==> src/rtl/controle_escrita_pkg.sv <==
// Shared encodings for the register-bank write-back sequencer: command codes,
// address/data selector codes and FSM states.
package controle_escrita_pkg;

  localparam logic [2:0] CmdRt   = 3'b000;
  localparam logic [2:0] CmdRd   = 3'b001;
  localparam logic [2:0] CmdSp   = 3'b010;
  localparam logic [2:0] CmdLink = 3'b011;
  localparam logic [2:0] CmdPop  = 3'b100;
  localparam logic [2:0] CmdCall = 3'b101;

  localparam logic [1:0] SelEndRt = 2'b00;
  localparam logic [1:0] SelEndRd = 2'b01;
  localparam logic [1:0] SelEnd29 = 2'b10;
  localparam logic [1:0] SelEnd31 = 2'b11;

  localparam logic [1:0] SEL_DADO_ULA = 2'b00;
  localparam logic [1:0] SEL_DADO_MEM = 2'b01;
  localparam logic [1:0] SEL_DADO_PC  = 2'b10;
  localparam logic [1:0] SEL_DADO_SP  = 2'b11;

  typedef enum logic [1:0] {
    StOcioso   = 2'b00,
    StEscrita1 = 2'b01,
    StEscrita2 = 2'b10,
    StErro     = 2'b11
  } estado_e;

endpackage

==> src/rtl/decod_cmd_escrita.sv <==
// Combinational decoder: (command, write step) -> selectors plus two-write and
// illegal flags.
module decod_cmd_escrita
  import controle_escrita_pkg::*;
(
  input  logic [2:0] cmd_i,
  input  logic       passo_i,
  output logic [1:0] sel_end_o,
  output logic [1:0] sel_dado_o,
  output logic       dupla_o,
  output logic       ilegal_o
);

  always_comb begin
    sel_end_o  = SelEndRt;
    sel_dado_o = SEL_DADO_ULA;
    dupla_o    = 1'b0;
    ilegal_o   = 1'b0;
    case (cmd_i)
      CmdRt:   begin sel_end_o = SelEndRt; sel_dado_o = SEL_DADO_ULA; end
      CmdRd:   begin sel_end_o = SelEndRd; sel_dado_o = SEL_DADO_ULA; end
      CmdSp:   begin sel_end_o = SelEnd29; sel_dado_o = SEL_DADO_SP;  end
      CmdLink: begin sel_end_o = SelEnd31; sel_dado_o = SEL_DADO_PC;  end
      CmdPop:  begin sel_end_o = SelEndRt; sel_dado_o = SEL_DADO_MEM; dupla_o = 1'b1; end
      CmdCall: begin sel_end_o = SelEnd31; sel_dado_o = SEL_DADO_PC;  dupla_o = 1'b1; end
      default: ilegal_o = 1'b1;
    endcase
    // Every second write is the stack-pointer update.
    if (passo_i) begin
      sel_end_o  = SelEnd29;
      sel_dado_o = SEL_DADO_SP;
    end
  end

endmodule

==> src/rtl/controle_escrita_reg.sv <==
// Write-back port sequencer: one handshaked command becomes one or two write
// cycles. Optional macro WB_GUARDA_ZERO_EN suppresses writes to register $0.
module controle_escrita_reg
  import controle_escrita_pkg::*;
#(
  parameter int unsigned LARGURA_CONT = 16
) (
  input  logic                    clk,
  input  logic                    reset,
  input  logic                    cmdValido,
  output logic                    cmdPronto,
  input  logic [2:0]              cmd,
  input  logic [4:0]              valorInstrucao16to20,
  input  logic [4:0]              valorInstrucao11to15,
  output logic [1:0]              seletorMuxEscritaEndereco,
  output logic [1:0]              seletorMuxEscritaDado,
  output logic                    regWrite,
  output logic                    fimEscrita,
  output logic                    erroCmd,
  output logic [LARGURA_CONT-1:0] contadorEscritas
);

  estado_e                 estado_q, estado_d;
  logic [2:0]              cmd_q, cmd_d;
  logic [4:0]              rt_q, rt_d;
  logic [4:0]              rd_q, rd_d;
  logic [LARGURA_CONT-1:0] cont_q, cont_d;

  logic [2:0] cmd_dec;
  logic [1:0] sel_end, sel_dado;
  logic       dupla, ilegal, escrevendo, aceita, grava;

  // While idle the decoder looks at the incoming command only to pick the
  // next state; outputs are forced to zero in that state.
  assign cmd_dec = (estado_q == StOcioso) ? cmd : cmd_q;

  decod_cmd_escrita u_decod (
    .cmd_i     (cmd_dec),
    .passo_i   (estado_q == StEscrita2),
    .sel_end_o (sel_end),
    .sel_dado_o(sel_dado),
    .dupla_o   (dupla),
    .ilegal_o  (ilegal)
  );

  assign escrevendo = (estado_q == StEscrita1) || (estado_q == StEscrita2);
  assign cmdPronto  = (estado_q == StOcioso) && !reset;
  assign aceita     = cmdValido && cmdPronto;

`ifdef WB_GUARDA_ZERO_EN
  logic end_zero;
  assign end_zero = ((sel_end == SelEndRt) && (rt_q == 5'd0)) ||
                    ((sel_end == SelEndRd) && (rd_q == 5'd0));
  assign grava    = escrevendo && !end_zero;
`else
  assign grava    = escrevendo;
`endif

  always_comb begin
    estado_d = estado_q;
    cmd_d    = cmd_q;
    rt_d     = rt_q;
    rd_d     = rd_q;
    cont_d   = cont_q + {{(LARGURA_CONT-1){1'b0}}, grava};
    case (estado_q)
      StOcioso: begin
        if (aceita) begin
          cmd_d    = cmd;
          rt_d     = valorInstrucao16to20;
          rd_d     = valorInstrucao11to15;
          estado_d = ilegal ? StErro : StEscrita1;
        end
      end
      StEscrita1: estado_d = dupla ? StEscrita2 : StOcioso;
      StEscrita2: estado_d = StOcioso;
      default:    estado_d = StOcioso;
    endcase
  end

  always_comb begin
    regWrite                  = grava;
    fimEscrita                = ((estado_q == StEscrita1) && !dupla) ||
                                (estado_q == StEscrita2);
    erroCmd                   = (estado_q == StErro);
    seletorMuxEscritaEndereco = escrevendo ? sel_end  : 2'b00;
    seletorMuxEscritaDado     = escrevendo ? sel_dado : 2'b00;
    contadorEscritas          = cont_q;
  end

  always_ff @(posedge clk) begin
    if (reset) begin
      estado_q <= StOcioso;
      cmd_q    <= 3'b000;
      rt_q     <= 5'd0;
      rd_q     <= 5'd0;
      cont_q   <= '0;
    end else begin
      estado_q <= estado_d;
      cmd_q    <= cmd_d;
      rt_q     <= rt_d;
      rd_q     <= rd_d;
      cont_q   <= cont_d;
    end
  end

endmodule

==> config.mk <==
export PLATFORM = sky130hd
export DESIGN_NAME = controle_escrita_reg
export DESIGN_NICKNAME = d
export VERILOG_FILES = /design/src/rtl/controle_escrita_pkg.sv /design/src/rtl/decod_cmd_escrita.sv /design/src/rtl/controle_escrita_reg.sv
export SDC_FILE = /design/constraint.sdc
export NUM_CORES = 1
export LEC_CHECK = 0
export CORE_MARGIN = 1
export CORE_UTILIZATION = 39
export DETAILED_ROUTE_END_ITERATION = 8
export HOLD_SLACK_MARGIN = 0.06
export PLACE_DENSITY_LB_ADDON = 0.15
export SLEW_MARGIN = 20
export SYNTH_ARGS = -nofsm -noshare
export SYNTH_HDL_FRONTEND = slang
export SYNTH_HIERARCHICAL = 1
export SYNTH_SLANG_ARGS = --single-unit
==> constraint.sdc <==
create_clock -name clk -period 4.4 [get_ports clk]
set_input_delay 0.88 -clock clk [delete_from_list [all_inputs] [get_ports clk]]
set_output_delay 0.88 -clock clk [all_outputs]
set_load 0.02 [all_outputs]
# Word-level counts from Yosys, hierarchy flattened
# Cells that the tools add are included.
totals:
  ramBits: 0
  input_bits: 16
  mem_count: 0
  latchBits: 0
  register_bits: 21
  mem_bits_ro: 0
op_classes:
  n_reduce_logical: 13
  shift: 0
  div: 0
  n_addsub: 1
  mul: 0
  order_cmp: 0
  eq_ne: 9
  mux: 12
  n_bitwise: 0
ops:
  columns: ["op", "n"]
  rows:
  - ["adder 16 x 1 -> 16 bit", 1]
  - ["2-to-1 mux 2 bit", 7]
  - ["case mux 2 bit (3 select lines)", 2]
  - ["equality test 3 x 2 -> 1 bit (second input constant)", 2]
  - ["equality test 3 bit (second input constant)", 2]
  - ["OR reduction 6 bit", 1]
  - ["equality test 2 bit (second input constant)", 2]
  - ["case mux 2 bit (2 select lines)", 1]
  - ["OR reduction 2 bit", 2]
  - ["equality test 3 x 1 -> 1 bit (second input constant)", 1]
  - ["logical AND 1 bit", 3]
  - ["logical NOT 3 bit", 1]
  - ["2-to-1 mux 3 bit", 1]
  - ["equality test 2 x 1 -> 1 bit (second input constant)", 1]
  - ["logical NOT 1 bit", 2]
  - ["logical NOT 2 bit", 1]
  - ["logical OR 1 bit", 2]
  - ["!= test 2 bit (second input constant)", 1]
  - ["AND reduction 2 bit", 1]
  - ["2-to-1 mux 1 bit", 1]

# Longest topological paths before layout
# Gate-level depths: netlist of run 1.
logic_depth:
  ltp_word: 8
  depth_mapped: 9
  ltp_nobuf: 8

# Cells and area by module
# Netlist of run 1, hierarchy kept.
by_module_without_submodules:
  columns: ["mod", "instances", "area_each_um2", "cells_each"]
  rows:
  - ["controle_escrita_reg", 1, 1079.8, 120]
  - ["decod_cmd_escrita", 1, 95.1, 13]

# Least setup slack after synthesis of run 1
# No wires, ideal clock.
synth_path:
  path_type: "register to output"
  from: "reg estado_q[0]"
  to: "out seletorMuxEscritaDado[1]"
  arrival_ns: 1.985
  setup_slack_ns: 1.535
  n_path_buf: 1
  stages_incl_launch_ff: 9
  cell_sequence: "dfxtp_1 -> inv_1 -> ha_1 -> clkbuf_1 -> mux2_2 -> ha_1 -> nor2b_1 -> a31oi_1 -> and2_1"
synth_between:
  elab_chain_cells: 7
  elab_cells_between_ends: 13
  cone_classes: "eq/ne: 6; mux: 4; reduce/logical: 3"
synth_rtl:
  columns: ["item", "line_no", "source"]
  rows:
  - ["start: declaration", "controle_escrita_reg.sv:23", "estado_e estado_q, estado_d;"]
  - ["start signal: assignment", "controle_escrita_reg.sv:92", "estado_q <= StOcioso;"]
  - ["start signal: assignment", "controle_escrita_reg.sv:98", "estado_q <= estado_d;"]
  - ["logical NOT 2 bit (*)", "controle_escrita_reg.sv:35", "assign cmd_dec = (estado_q == StOcioso) ? cmd : cmd_q;"]
  - ["2-to-1 mux 3 bit (*)", "controle_escrita_reg.sv:35", null]
  - ["named net cmd_dec[2]", "controle_escrita_reg.sv:29", "logic [2:0] cmd_dec;"]
  - ["equality test 3 x 2 -> 1 bit / equality test 3 bit (equally long branches)", "decod_cmd_escrita.sv:19", "case (cmd_i)"]
  - ["OR reduction 2 bit (no source line)", null, null]
  - ["case mux 2 bit (3 select lines) (*)", "decod_cmd_escrita.sv:19", null]
  - ["2-to-1 mux 2 bit (*)", "decod_cmd_escrita.sv:29", "if (passo_i) begin"]
  - ["named net sel_dado[1]", "controle_escrita_reg.sv:30", "logic [1:0] sel_end, sel_dado;"]
  - ["2-to-1 mux 2 bit (*)", "controle_escrita_reg.sv:86", "seletorMuxEscritaDado = escrevendo ? sel_dado : 2'b00;"]
  - ["end: declaration", "controle_escrita_reg.sv:16", "output logic [1:0] seletorMuxEscritaDado,"]
# Mark *: on every way through the listed nets, which the timed path passes. The rest lies on a longest branch.

# Worst setup path after layout of run 1
layout_path:
  from: "in cmd[1]"
  to: "out seletorMuxEscritaDado[1]"
layout_between:
  elab_chain_cells: 6
  elab_cells_between_ends: 9
  cone_classes: "eq/ne: 4; mux: 4; reduce/logical: 1"
layout_rtl:
  columns: ["item", "line_no", "source"]
  rows:
  - ["start: declaration", "controle_escrita_reg.sv:12", "input logic [2:0] cmd,"]
  - ["2-to-1 mux 3 bit (*)", "controle_escrita_reg.sv:35", null]
  - ["named net cmd_dec[1]", "controle_escrita_reg.sv:29", null]
  - ["equality test 3 x 2 -> 1 bit / equality test 3 bit (equally long branches)", "decod_cmd_escrita.sv:19", null]
  - ["OR reduction 2 bit (no source line)", null, null]
  - ["case mux 2 bit (3 select lines) (*)", "decod_cmd_escrita.sv:19", null]
  - ["2-to-1 mux 2 bit (*)", "decod_cmd_escrita.sv:29", null]
  - ["named net sel_dado[1]", "controle_escrita_reg.sv:30", null]
  - ["2-to-1 mux 2 bit (*)", "controle_escrita_reg.sv:86", null]
# Marked as above.

==> results.yml, run 1 <==
run:
  cap_violations: 0
sta:
  clock_skew_ns: 0.00487
  setup_violations: 0
  rsz0062_at_grt: "false"
  slew_headroom: 0.762
  worst_pin_slew_ns: 0.354
  clock.fmax_mhz: 261
  finalHoldViolCount: 0
  tns_ns: 0
  final.period_utilization: 0.872
  drv_slew: 0
  period_needed_ns: 3.84
layout:
  layout.cells.non_filler: 195
  antenna_cells: 0
  fin_area_sq_um: 1530
  fin_util: 0.544
  drive_above_1_share: 0.0793
  syn_to_final_growth_pct: 29.9
  fin_nets: 190
synthesis:
  synthDistinctLibCells: 31
  synth_common_cells: "21 x dfxtp_1, 10 x a21oi_1, 10 x inv_1"
  synthFlopType: "dfxtp_1"
  yosysWarnings: 6
  syn_area_sq_um: 1170
  syn_avg_cell_area_sq_um: 8.83
  synth_nets: 158
  synth_edf_count: 0
  synth_top_area_cell: "dfxtp_1"
  ys_seq_area_frac: 0.358
  synth_top_cell_area_share: 0.358
  syn_inst: 133
  ys_ff_latch: 21
  synth_most_common_cell: "dfxtp_1"
  synth_area_leaders: "dfxtp_1 36%, ha_1 9.6%, mux2_2 4.8%, a21oi_1 4.3%, nor2b_1 3.7%"
  async_flop_share: 0
worst_setup_path:
  cp.arrival_ns: 2.96
  r2r-start: "estado_q[1]"
  cp-endpoint: "seletorMuxEscritaDado[1]"
  crit_required_ns: 3.52
  startpoint_type: "input pin"
  crit_type: "input pin to output port"
  reg2reg_to: "contadorEscritas[14]"
  regToRegSetupSlack_ns: 2.10
  cp_max_fo: 6
  startpoint: "cmd[1]"
  reg2reg_depth: 7
  endpoint_kind: "output port"
placement:
  dp_hpwl_um: 1750
  port_buffers: 29
  dpl_cell_area_sq_um: 1500
  dp_cells: 191
  finalWeightedCongestion: 0.720
clock_tree:
  cts_setup_buffers: 0
  h-tree-depth: 1
  cts_num_sinks: 21
  insertion_delay_ns: 0.30
  postCtsHoldBufs: 0
  cts_made_buffers: 3
  ctsResizeCount: 0
  cts_tree: "built"
  cts_buffer_depth: 2
  cts_root_buf: "clkbuf_4"
  clk_pin_slew_ns: 0.11
outcome:
  status: "completed"
power_and_ir_drop:
  vdd_drop_max_mv: 0.166
  p_total_uw: 422
  p_per_area_nw_per_um2: 276
  leakagePower_nw: 0.581
routing:
  drt_iter0_markers: 32
  drc: 0
  routed-via-count: 1046
  routed_wl_um: 2430
  vias_per_cell: 5.36
  detail_route.wl_per_cell_um: 12.5
  ant_nets: 0
  dr.pass1.iters: 4
hold_path:
  min_path_cells: 2
  hold_class: "register to register"
die:
  start_util: 0.419
  ios: 40
  rows: 19
  die-area_sq_um: 3240
  coreArea_sq_um: 2810
  die_h_um: 56.9
  die_x_um: 56.9
grt:
  grt_util_all_layers: 0.165
  grt_pass1_wl_um: 4170
  antenna_found_initial: 0
  first_global_vias: 975
  grt-ovfl-total: 0
  grt_max_degree: 26
## logic make-up (layout without fill, tap and decap cells)
family          after synthesis  after routing  share of synthesized area
compound gates               23             23                      0.121
xor+xnor                      4              4                     0.0298
fa+ha+maj                     9              9                     0.0958
buf+inv                      13             44                     0.0415
flops                        21             21                      0.358
mux                           7              7                     0.0671
simple gates                 56             56                      0.286
## where the power goes
group / switching, mW / internal (mW) / leakage [nW] / total, mW
sequential: 0.00651 / 0.198 / 0.170 / 0.205
clock: 0.0568 / 0.0354 / 0.0150 / 0.0921
combinational: 0.0646 / 0.0605 / 0.396 / 0.125
## per-stage QoR
stage | worst slack, ns | hold slack, ns
after floorplan | 1.54 | 0.434
after global placement | 0.580 | 0.443
after detailed placement | 0.546 | 0.452
after CTS | 0.548 | 0.471
after global routing | 0.508 | 0.499
final | 0.563 | 0.465
## layout make-up
| type | count | area [sq um] |
|---|---|---|
| timing repair buffer | 30 | 298 |
| inverter | 10 | 37.5 |
| clock buffer | 4 | 26.3 |
| multi-input combinational | 99 | 706 |
| fill | 283 | 1280 |
| sequential | 21 | 420 |
| tap | 31 | 38.8 |
## worst max-delay path: stages
cell and delay, ns:
clkdlybuf4s50_1 0.48, mux2_2 0.23, inv_1 0.06, ha_1 0.32, nor2b_1 0.14, a31oi_1 0.12, and2_1 0.13, clkdlybuf4s50_1 0.59
## cell usage in the layout (no fill, tap or decap), types with 2 or more instances in the layout
master / n
mux2_2: 5
dfxtp_1: 21
or3_1: 3
xor2_1: 2
a21oi_1: 10
inv_1: 10
nand4_1: 3
o31ai_1: 4
mux2_1: 2
xnor2_1: 2
nor2_1: 9
nand4_4: 2
and2_1: 4
ha_1: 9
nand2_1: 9
or4_1: 4
nand3_1: 7
nor4_1: 4
o21ai_0: 4
clkdlybuf4s50_1: 29
clkbuf_4: 3
nor2b_1: 7
## routing by layer
metal | wire length [um] | up-vias | global-route usage
met5 | 0 | - | 0
met4 | 17 | 0 | 0.0488
met3 | 85 | 2 | 0.0507
met2 | 1080 | 17 | 0.254
met1 | 1250 | 492 | 0.219
li1 | - | 535 | -
## flip-flops by register name, summed over array words and instances, names as in the netlist
signal / cells
cmd_q: 3
contadorEscritas: 16
estado_q: 2
## how the worst min path moves through the flow
| stage | from | to | slack (ns) |
|---|---|---|---|
| after floorplan | cmd_q[0] | cmd_q[0] | 0.43 |
| after global routing | cmd_q[1] | cmd_q[1] | 0.50 |
| final | cmd_q[1] | cmd_q[1] | 0.47 |
| after CTS | cmd_q[1] | cmd_q[1] | 0.47 |
| after global placement | cmd_q[1] | cmd_q[1] | 0.44 |
| after detailed placement | cmd_q[2] | cmd_q[2] | 0.45 |
Power figures use the tool's default switching activity.
==> inputs of run 2 (changes only) <==
--- a/config.mk
+++ b/config.mk
@@ -5,11 +5,13 @@
 export SDC_FILE = /design/constraint.sdc
 export NUM_CORES = 1
 export LEC_CHECK = 0
+export ABC_CLOCK_PERIOD_IN_PS = 4400
+export CAP_MARGIN = 20
 export CORE_MARGIN = 1
 export CORE_UTILIZATION = 39
 export DETAILED_ROUTE_END_ITERATION = 8
 export HOLD_SLACK_MARGIN = 0.06
-export PLACE_DENSITY_LB_ADDON = 0.15
+export PLACE_DENSITY_LB_ADDON = 0.2
 export SLEW_MARGIN = 20
 export SYNTH_ARGS = -nofsm -noshare
 export SYNTH_HDL_FRONTEND = slang
==> results.yml, run 2 (synthesized netlist as in run 1, its figures left out) <==
outcome:
  status: "finished, violations left"
  violations: "design-rule violations"
routing:
  wl_met2_um: 1230
  met1_length_um: 1130
  routed_wl_um: 2450
  routed-via-count: 1066
  dr.pass1.iters: 6
  vias_per_cell: 5.47
  drc: 5
  wl_met3_um: 78
  drt_iter0_markers: 43
  ant_nets: 0
  detail_route.wl_per_cell_um: 12.6
  routed.top_layer: "met4"
worst_setup_path:
  cp_slowest_cell: "clkdlybuf4s50_1"
  crit_required_ns: 3.52
  r2r-start: "estado_q[1]"
  cpPeakStageDelay_ns: 0.59
  crit_top_cell: "clkdlybuf4s50_1"
  cp_num_buf_inv: 2
  cpLargestDelayFamily: "buffers and inverters"
  endpoint_kind: "output port"
  startpoint: "cmd[2]"
  startpoint_type: "input pin"
  cp.arrival_ns: 2.94
  path_cells: "clkdlybuf4s50_1 -> mux2_2 -> ha_1 -> nor2b_1 -> a31oi_1 -> and2_1 -> clkdlybuf4s50_1"
  cp_max_fo: 6
  crit_type: "input pin to output port"
clock_tree:
  cts_made_buffers: 3
  h-tree-depth: 1
  postCtsHoldBufs: 0
  cts_tree: "built"
  insertion_delay_ns: 0.31
  cts_setup_buffers: 0
  clk_pin_slew_ns: 0.11
  cts_root_buf: "clkbuf_4"
  ctsResizeCount: 0
  cts_buffer_depth: 2
  cts_num_sinks: 21
grt:
  antenna_found_initial: 0
  grt_pass1_wl_um: 4120
  first_global_vias: 951
  grt_max_degree: 26
  grt_util_all_layers: 0.162
  grt-ovfl-total: 0
layout:
  antenna_cells: 0
  fin_area_sq_um: 1530
  syn_to_final_growth_pct: 30.0
  layout_commonest_cell: "clkdlybuf4s50_1"
  fin_nets: 190
  largest_register_ffs: 16
  fill_cells: 261
  drive_above_1_share: 0.0854
  most-common-layout-cells: "29 x clkdlybuf4s50_1, 21 x dfxtp_1, 10 x inv_1, 10 x a21oi_1"
  multi_input_area_sq_um: 706
  seqCellArea_sq_um: 420
sta:
  slew_headroom: 0.770
  final.period_utilization: 0.868
  period_needed_ns: 3.82
  setup_violations: 0
  finalHoldViolCount: 0
  worst_hold_slack_ns: 0.476
  clock_skew_ns: 0.0121
  drv_slew: 0
  tns_ns: 0
  worst_pin_slew_ns: 0.345
  rsz0062_at_grt: "false"
  clock.fmax_mhz: 262
power_and_ir_drop:
  p_seq_frac: 0.485
  p_per_area_nw_per_um2: 277
  p_comb_frac: 0.294
  switchingPower_uw: 131
  leakagePower_nw: 0.583
  p_sw_frac: 0.310
  vdd_drop_max_mv: 0.138
  p_clk_frac: 0.222
  internal-power_uw: 292
die:
  coreArea_sq_um: 2810
  die_h_um: 56.9
  ios: 40
  die-area_sq_um: 3240
  start_util: 0.419
  rows: 19
  die_x_um: 56.9
placement:
  port_buffers: 29
  finalWeightedCongestion: 0.773
  dpl_cell_area_sq_um: 1500
  dp_hpwl_um: 1810
hold_path:
  hold_path_startpoint: "cmd_q[1]"
  hold_class: "register to register"
run:
  cap_violations: 0
-- run 2: changes by cell type in the layout (fill, tap and decap cells not counted), sizes merged --
| cell | change |
|---|---|
| clkbuf | -1 |
| clkinv | +1 |
-- run 2: tightest hold or removal path, delay by kind of cell (launching register included) --
kind / cells / cell delay (ns)
AO/OA/AOI/OAI: 1 / 0.05
flip-flops: 1 / 0.33
AND/OR/NAND/NOR: 1 / 0.05
-- run 2: power groups by stage --
stage | Combinational [mW] | Sequential [mW] | Clock [mW]
2_1_floorplan | 0.0758 | 0.213 | 0
3_3_place_gp | 0.123 | 0.209 | 0
3_5_place_dp | 0.124 | 0.210 | 0
4_1_cts | 0.125 | 0.205 | 0.0977
5_1_grt | 0.138 | 0.206 | 0.103
6_report | 0.124 | 0.205 | 0.0938
-- run 2: routing by layer --
layer / global-route usage / vias to the layer above
met3: 0.0253 / 2
met5: 0 / -
met4: 0.0697 / 0
met1: 0.190 / 503
li1: - / 532
met2: 0.287 / 29
-- run 2: worst paths after layout --
| check | to | depth (start not counted) | slack [ns] |
|---|---|---|---|
| setup / recovery | seletorMuxEscritaDado[1] | 7 | 0.58 |
| hold / removal | cmd_q[1] | 2 | 0.48 |
| hold reg to reg | cmd_q[1] | 2 | 0.48 |
| setup reg to reg | contadorEscritas[14] | 7 | 2.13 |
-- run 2: final cells by class --
class | instances | area share
Multi-Input combinational cell | 99 | 0.462
Sequential cell | 21 | 0.275
Timing Repair Buffer | 30 | 0.195
Tap cell | 31 | 0.0254
Inverter | 10 | 0.0246
Clock buffer | 3 | 0.0147
Clock inverter | 1 | 0.00328
-- run 2: per-stage QoR --
step	power (mW)	setup slack, ns	utilization	std cells
final	0.423	0.579	0.545	195
after global routing	0.448	0.487	0.545	195
after CTS	0.428	0.576	0.545	195
after detailed placement	0.334	0.589	0.535	191
after global placement	0.332	0.594	0.535	191
after floorplan	0.288	1.54	-	133
==> inputs of run 3 (changes only) <==
==> constraint.sdc (replaced) <==
create_clock -name clk -period 4.4 [get_ports clk]
set_input_delay 1.32 -clock clk [delete_from_list [all_inputs] [get_ports clk]]
set_output_delay 1.32 -clock clk [all_outputs]
set_load 0.02 [all_outputs]
==> results.yml, run 3 (synthesized netlist as in run 1, its figures left out) <==
outcome:
  status: "finished, violations left"
  violations: "design-rule violations"
grt:
  antenna_found_initial: 0
  grt_max_degree: 25
  grt_util_all_layers: 0.167
  grt_pass1_wl_um: 4250
  grt-ovfl-total: 0
  first_global_vias: 1069
routing:
  detail_route.wl_per_cell_um: 12.7
  drc: 5
  routed_wl_um: 2490
  ant_nets: 0
  routed-via-count: 1070
  vias_per_cell: 5.43
  drt_iter0_markers: 36
  dr.pass1.iters: 6
worst_setup_path:
  path_cells: "clkdlybuf4s50_1 -> mux2_2 -> inv_1 -> ha_1 -> nor2b_1 -> a31oi_1 -> and2_1 -> clkbuf_2"
  cp_num_buf_inv: 3
  cp-endpoint: "seletorMuxEscritaDado[1]"
  startpoint_type: "input pin"
  endpoint_kind: "output port"
  startpoint: "cmd[1]"
  crit_cells: 8
  cpPeakStageDelay_ns: 0.44
  reg2reg_depth: 7
  cp.arrival_ns: 2.93
  r2r-start: "estado_q[0]"
  crit_required_ns: 3.08
  cp_max_fo: 2
  cpLargestDelayFamily: "buffers and inverters"
  crit_type: "input pin to output port"
  reg2reg_to: "contadorEscritas[14]"
  regToRegSetupSlack_ns: 2.14
  cp_slowest_cell: "clkdlybuf4s50_1"
sta:
  finalHoldViolCount: 0
  slew_headroom: 0.784
  period_needed_ns: 4.25
  worst_pin_slew_ns: 0.321
  drv_slew: 0
  worst_hold_slack_ns: 0.472
  clock_skew_ns: 0.00455
  rsz0062_at_grt: "false"
  clock.fmax_mhz: 235
  final.period_utilization: 0.967
  setup_violations: 0
die:
  die_x_um: 56.9
  ios: 40
  coreArea_sq_um: 2810
  start_util: 0.419
  die_h_um: 56.9
  die-area_sq_um: 3240
  rows: 19
clock_tree:
  insertion_delay_ns: 0.30
  postCtsHoldBufs: 0
  cts_buffer_depth: 2
  cts_made_buffers: 3
  cts_root_buf: "clkbuf_4"
  h-tree-depth: 1
  clk_pin_slew_ns: 0.12
  cts_tree: "built"
  cts_num_sinks: 21
placement:
  dp_cells: 193
  dpl_cell_area_sq_um: 1520
  dp_hpwl_um: 1870
  finalWeightedCongestion: 0.774
  port_buffers: 29
layout:
  syn_to_final_growth_pct: 30.4
  most-common-layout-cells: "24 x clkdlybuf4s50_1, 21 x dfxtp_1, 10 x inv_1, 10 x a21oi_1"
  antenna_cells: 0
  fin_area_sq_um: 1530
  largest_register_ffs: 16
  fill_cells: 268
  drive_above_1_share: 0.102
  fin_util: 0.546
  fin_nets: 192
  layout.cells.non_filler: 197
  layout_commonest_cell: "clkdlybuf4s50_1"
run:
  cap_violations: 0
power_and_ir_drop:
  leakagePower_nw: 0.616
  p_total_uw: 423
  p_per_area_nw_per_um2: 276
  vdd_drop_max_mv: 0.130
hold_path:
  hold_class: "register to register"
  min_path_cells: 2
[run 3: worst min-delay path by stage]
stage / from / endpoint
6_report: cmd_q[1] / cmd_q[1]
5_1_grt: cmd_q[1] / cmd_q[1]
4_1_cts: cmd_q[1] / cmd_q[1]
3_5_place_dp: cmd_q[1] / cmd_q[1]
3_3_place_gp: cmd_q[2] / cmd_q[2]
2_1_floorplan: cmd_q[0] / cmd_q[0]
[run 3: power by group]
part | switching (mW) | internal (mW)
clock network | 0.0579 | 0.0354
logic | 0.0655 | 0.0592
registers | 0.00670 | 0.198
[run 3: worst register-to-register path: cells and delay by family, from the launching register on]
kind	cells	cell delay, ns
fa+ha+maj	3	0.87
buf+inv	1	0.09
flops	1	0.39
mux	1	0.35
simple gates	2	0.46
[run 3: metrics by stage]
stage	setup slack (ns)	setup TNS [ns]
after global routing	0.0373	0
after floorplan	0.680	0
after CTS	0.0236	0
after global placement	-0.238	-0.540
final	0.145	0
after detailed placement	-0.259	-0.617
[run 3: cell type report]
cell class	instances	area, sq um	area share
Clock buffer	4	26.3	0.0172
Multi-Input combinational cell	99	706	0.461
Timing Repair Buffer	32	303	0.198
Inverter	10	37.5	0.0245
Sequential cell	21	420	0.275
Tap cell	31	38.8	0.0253
[run 3: per-layer routing]
layer	wire (um)	global-route usage
met3	109	0.0300
met1	1050	0.170
met5	0	0
met4	53	0.108
met2	1280	0.308
[run 3: what timing repair did]
item                       CTS  global route
buffers inserted             0             0
resized for setup            5             4
setup endpoints to repair    4             3
